File: config.mk
export PLATFORM = sky130hd
export DESIGN_NAME = uart_tx_arbiter
export DESIGN_NICKNAME = d
export VERILOG_FILES = /design/src/rtl/uart_arb_pkg.sv /design/src/rtl/rr_picker.sv /design/src/rtl/uart_tx_arbiter.sv
export SDC_FILE = /design/constraint.sdc
export NUM_CORES = 1
export LEC_CHECK = 0
export ABC_AREA = 1
export BUFFER_PORTS_ARGS = -buffer_cell sky130_fd_sc_hd__buf_2
export CAP_MARGIN = 0
export CORE_MARGIN = 2
export CORE_UTILIZATION = 49
export CTS_CLUSTER_DIAMETER = 200
export DETAILED_ROUTE_END_ITERATION = 10
export HOLD_SLACK_MARGIN = 0.05
export PLACE_DENSITY = 0.76
export SYNTH_ARGS = -nofsm -noshare
export SYNTH_HDL_FRONTEND = slang
export SYNTH_SLANG_ARGS = --single-unit
File: constraint.sdc
create_clock -name clk -period 2.65 [get_ports clk]
set_clock_uncertainty 0.1 [all_clocks]
set_input_delay 0.6625 -clock clk [delete_from_list [all_inputs] [get_ports clk]]
set_output_delay 0.6625 -clock clk [all_outputs]
set_load 0.02 [all_outputs]
File: src/rtl/uart_arb_pkg.sv
// Shared definitions for the UART transmit arbiter: FSM state encoding,
// parameter defaults and a width helper used by the top and the picker.
package uart_arb_pkg;

  localparam int N_REQ_DEFAULT     = 3;
  localparam int BUSY_WAIT_DEFAULT = 4;

  typedef enum logic [1:0] {
    IDLE    = 2'd0,
    ISSUE   = 2'd1,
    WAIT_HI = 2'd2,
    WAIT_LO = 2'd3
  } arb_state_e;

  // Index width that stays at least one bit wide for degenerate sizes.
  function automatic int idxWidth(input int n);
    return (n > 1) ? $clog2(n) : 1;
  endfunction

endpackage

File: src/rtl/rr_picker.sv
// Combinational round-robin selector: returns a one-hot grant for the first
// asserted request at or after the pointer, wrapping past the top index.
module rr_picker #(
  parameter int N  = 3,
  parameter int PW = 2
) (
  input  logic [N-1:0]  req_i,
  input  logic [PW-1:0] ptr_i,
  output logic [N-1:0]  gnt_o
);

  always_comb begin
    logic found;
    int   idx;
    gnt_o = '0;
    found = 1'b0;
    idx   = 0;
    for (int k = 0; k < N; k++) begin
      idx = (int'(ptr_i) + k) % N;
      if (!found && req_i[idx]) begin
        gnt_o[idx] = 1'b1;
        found      = 1'b1;
      end
    end
  end

endmodule

File: src/rtl/uart_tx_arbiter.sv
// Arbitrates several byte-stream requesters onto a single uart_tx, keeping a
// multi-byte message contiguous and guarding against a uart that never responds.
module uart_tx_arbiter
  import uart_arb_pkg::*;
#(
  parameter int N_REQ     = N_REQ_DEFAULT,
  parameter int BUSY_WAIT = BUSY_WAIT_DEFAULT
) (
  input  logic               clk,
  input  logic               rst_n,
  input  logic [N_REQ-1:0]   req_valid,
  input  logic [8*N_REQ-1:0] req_data,
  input  logic [N_REQ-1:0]   req_last,
  output logic [N_REQ-1:0]   req_ready,
  output logic               tx_start,
  output logic [7:0]         tx_byte,
  input  logic               tx_busy,
  output logic [N_REQ-1:0]   grant,
  output logic               busy_timeout
);

  localparam int PW = idxWidth(N_REQ);
  localparam int CW = idxWidth(BUSY_WAIT + 1);

  arb_state_e state_q, state_d;
  logic [7:0]    byte_q, byte_d;
  logic [PW-1:0] owner_q, owner_d;
  logic [PW-1:0] ptr_q, ptr_d;
  logic          locked_q, locked_d;
  logic [CW-1:0] cnt_q, cnt_d;

  logic [N_REQ-1:0] owner_oh;
  logic [N_REQ-1:0] elig_req;
  logic [N_REQ-1:0] pick_gnt;
  logic [PW-1:0]    pick_idx;
  logic [7:0]       pick_byte;
  logic             pick_last;
  logic             accept;
  logic             wait_expired;

  always_comb begin
    owner_oh = '0;
    for (int i = 0; i < N_REQ; i++) begin
      owner_oh[i] = (owner_q == PW'(i));
    end
  end

  // While a message is open only its owner may compete, so the picker just echoes it.
  assign elig_req = req_valid & (locked_q ? owner_oh : {N_REQ{1'b1}});

  rr_picker #(
    .N  (N_REQ),
    .PW (PW)
  ) u_picker (
    .req_i (elig_req),
    .ptr_i (ptr_q),
    .gnt_o (pick_gnt)
  );

  always_comb begin
    pick_idx  = '0;
    pick_byte = '0;
    pick_last = 1'b0;
    for (int i = 0; i < N_REQ; i++) begin
      if (pick_gnt[i]) begin
        pick_idx  = PW'(i);
        pick_byte = req_data[8*i +: 8];
        pick_last = req_last[i];
      end
    end
  end

  assign accept       = (state_q == IDLE) && !tx_busy && (|pick_gnt);
  assign wait_expired = (cnt_q == CW'(BUSY_WAIT - 1));

  always_ff @(posedge clk or negedge rst_n) begin
    if (!rst_n) begin
      state_q <= IDLE;
    end else begin
      state_q <= state_d;
    end
  end

  always_comb begin
    state_d = state_q;
    case (state_q)
      IDLE:    if (accept) state_d = ISSUE;
      ISSUE:   state_d = WAIT_HI;
      WAIT_HI: begin
        if (tx_busy) begin
          state_d = WAIT_LO;
        end else if (wait_expired) begin
          state_d = IDLE;
        end
      end
      WAIT_LO: if (!tx_busy) state_d = IDLE;
      default: state_d = IDLE;
    endcase
  end

  always_comb begin
    req_ready    = '0;
    tx_start     = 1'b0;
    busy_timeout = 1'b0;
    grant        = '0;
    case (state_q)
      IDLE: begin
        if (accept) req_ready = pick_gnt;
        if (locked_q) grant = owner_oh;
      end
      ISSUE: begin
        tx_start = 1'b1;
        grant    = owner_oh;
      end
      WAIT_HI: begin
        grant        = owner_oh;
        busy_timeout = !tx_busy && wait_expired;
      end
      WAIT_LO: grant = owner_oh;
      default: grant = '0;
    endcase
  end

  assign tx_byte = byte_q;

  // Lock and pointer only move at acceptance; a timeout does not end a message.
  always_comb begin
    byte_d   = byte_q;
    owner_d  = owner_q;
    locked_d = locked_q;
    ptr_d    = ptr_q;
    cnt_d    = (state_q == WAIT_HI) ? cnt_q + 1'b1 : '0;
    if (accept) begin
      byte_d  = pick_byte;
      owner_d = pick_idx;
      if (pick_last) begin
        locked_d = 1'b0;
        ptr_d    = (pick_idx == PW'(N_REQ - 1)) ? '0 : pick_idx + 1'b1;
      end else begin
        locked_d = 1'b1;
      end
    end
  end

  always_ff @(posedge clk or negedge rst_n) begin
    if (!rst_n) begin
      byte_q   <= '0;
      owner_q  <= '0;
      locked_q <= 1'b0;
      ptr_q    <= '0;
      cnt_q    <= '0;
    end else begin
      byte_q   <= byte_d;
      owner_q  <= owner_d;
      locked_q <= locked_d;
      ptr_q    <= ptr_d;
      cnt_q    <= cnt_d;
    end
  end

endmodule

==> results.json <==
{
  "switching_share": 0.327,
  "synth_seq_cells": 18,
  "synth_seq_area_share": 0.333,
  "fin_util": 0.708,
  "io_pins": 49,
  "p_sw_uw": 219,
  "cts_buffer_depth": 2,
  "start_util": 0.504,
  "antennaDiodeCount": 0,
  "setup_viol": 3,
  "dieArea_um2": 3200,
  "worst_path_max_delay_cell": "dfrtp_1",
  "cts.htree.levels": 1,
  "grt_use_total": 0.220,
  "drive_gt1_frac": 0.397,
  "finalCriticalPeriod_ns": 2.75,
  "crit_path_frequent_cell": "nor2_4",
  "clk_latency_ns": 0.31,
  "die_w_um": 56.6,
  "ys_types": 24,
  "cts-buffers-inserted": 3,
  "critical_path_class": "flop to output pin",
  "relSlewSlack": 0.735,
  "syn_avg_cell_area_um2": 6.74,
  "power_frac_clock": 0.263,
  "internal_power_uw": 449,
  "drc_errors": 0,
  "fmax_mhz": 364,
  "grt_pass1_vias": 1387,
  "timing.final.ws_setup_ns": -0.0956,
  "cp_data_arrival_time_ns": 1.98,
  "worstHoldPathType": "input pin to asynchronous set/reset pin",
  "crit_fanout": 6,
  "cts.clk_slew.worst_paths_ns": 0.11,
  "post-route-period-util": 1.04,
  "place.gp.congestion": 0.908,
  "maxCapViolCount": 0,
  "wl_per_cell_um": 11.1,
  "fin_nets": 307,
  "rsz0062_at_grt": "true",
  "timing.hold.ws_ns": 0.159,
  "cts_sinks": 18,
  "viasPerCell": 4.87,
  "io_buffers": 48,
  "max_stage_delay_ns": 0.43,
  "status": "finished, violations left",
  "dieHeight_um": 56.6,
  "netlist_area_um2": 1350,
  "cp-start-kind": "flop",
  "antenna_found_initial": 0,
  "core_area_um2": 2690,
  "worstMarginPinSlew_ns": 0.397,
  "fill_cells": 239,
  "grt_pass1_wl_um": 5610,
  "cts_tree": "done",
  "drv_slew": 0,
  "vias": 1452,
  "cts_hold_buf": 0,
  "cp_data_required_time_ns": 1.89,
  "path_cells": "buf_6, ha_4, inv_4, nand3_2, nand3_2, nand2_2, nand3_4, nor2_4, nor2_4, nor2_4, buf_6",
  "violations": "setup timing",
  "drtPass1Iterations": 4,
  "syn_nets": 240,
  "ir_drop_mv": 0.400,
  "hpwl_um": 2430,
  "pwr-share-comb": 0.261,
  "synthCells": 201,
  "overflow": 0,
  "syn2layout_area_growth_pct": 40.6,
  "power_frac_seq": 0.476,
  "drt_iter0_markers": 54,
  "ant_nets": 0,
  "grt_max_degree": 19,
  "p_leak_nw": 1.06,
  "yosysWarnings": 0,
  "num_rows": 19,
  "cp-end-kind": "output pin",
  "power.density_nw_per_um2": 351,
  "finalHoldViolCount": 0,
  "routed_wl_um": 3310,
  "cts_root_buffer": "clkbuf_4",
  "setup_tns_ns": -0.253
}
[area by class of cell]
class | instances | area, µm² | area share
Tap cell | 31 | 38.8 | 0.0204
Inverter | 29 | 118 | 0.0618
Timing Repair Buffer | 63 | 375 | 0.197
Sequential cell | 18 | 452 | 0.237
Multi-Input combinational cell | 153 | 883 | 0.464
Clock buffer | 4 | 36.3 | 0.0191
[critical path: cells and delay by family (launching register included)]
| family | cells | cell delay (ns) |
|---|---|---|
| flip-flops | 1 | 0.43 |
| AND/OR/NAND/NOR | 7 | 0.62 |
| buffers and inverters | 3 | 0.31 |
| adder cells (fa/ha/maj) | 1 | 0.30 |
[cells by family after synthesis]
| group | Yosys count | synth area share |
|---|---|---|
| simple gates | 133 | 0.457 |
| fa+ha+maj | 6 | 0.0555 |
| compound gates | 14 | 0.0628 |
| flops | 18 | 0.333 |
| buf+inv | 30 | 0.0915 |
[synthesized netlist by cell type (all sizes together)]
cell	n	area, µm²
a211oi	1	7.51
a21boi	1	7.51
a21oi	3	15.0
a31oi	1	6.26
and2	1	6.26
buf	1	11.3
clkinv	1	5.00
dfrtp	18	450
ha	6	75.1
inv	28	108
nand2	78	323
nand3	20	110
nand4	4	25.0
nor2	28	145
nor3	2	10.0
o21ai	6	30.0
o21bai	2	18.8
[timing repair]
item,4_1_cts,5_1_grt
setup endpoints to repair,3,4
resized for setup,24,15
pin swaps,9,12
buffers inserted,6,4
[sequential cells by signal (all words and copies together), names as in the netlist]
signal    count
cnt_q         3
locked_q      1
owner_q       2
ptr_q         2
state_q       2
tx_byte       8
[power groups by stage]
stage	clock, mW	combinational, mW	sequential, mW
after global placement	0	0.167	0.324
after CTS	0.180	0.174	0.319
after floorplan	0	0.114	0.321
final	0.176	0.174	0.318
after detailed placement	0	0.169	0.324
after global routing	0.196	0.199	0.322
[routing by layer]
layer,GRT usage,share of wire,up-vias
met5,0,0,-
met4,0.0884,0.018,0
met3,0.0415,0.059,7
met2,0.389,0.50,43
met1,0.260,0.42,645
li1,-,-,757
[cell usage in the layout, fill, tap and decap left out, drive strengths merged]
cell type / instances
dfrtp: 18
nor3: 2
o21bai: 2
buf: 63
clkbuf: 4
a21oi: 3
and2: 1
nand3: 20
ha: 6
a21boi: 1
clkinv: 1
inv: 28
o21ai: 6
a31oi: 1
nor2: 28
nand2: 78
a211oi: 1
nand4: 4
[metrics by stage]
step | instances | cell area (µm²) | setup slack, ns | power (mW)
final | 298 | 1900 | -0.0956 | 0.668
after global routing | 298 | 1900 | -0.180 | 0.717
after CTS | 294 | 1820 | -0.0938 | 0.673
after detailed placement | 284 | 1660 | 0.0547 | 0.493
after global placement | 284 | 1660 | 0.0769 | 0.490
after floorplan | 201 | 1350 | 0.167 | 0.435
[path summary, 6_finish.rpt]
| kind | from | endpoint | slack (ns) | cells after the start |
|---|---|---|---|---|
| max | ptr_q[1]$_DFFE_PN0P_ | req_ready[2] | -0.1 | 11 |
| min | rst_n | tx_byte[2]$_DFFE_PN0P_ | 0.16 | 1 |
| max reg2reg | ptr_q[1]$_DFFE_PN0P_ | locked_q$_DFFE_PN0P_ | 0.17 | 16 |
| min reg2reg | cnt_q[0]$_DFF_PN0_ | cnt_q[0]$_DFF_PN0_ | 0.34 | 1 |
| max in group asynchronous | rst_n | ptr_q[0]$_DFFE_PN0P_ | 1.98 | 1 |
| min in group clk | cnt_q[0]$_DFF_PN0_ | cnt_q[0]$_DFF_PN0_ | 0.34 | 1 |
No activity file was read; power rests on OpenSTA's default activity.
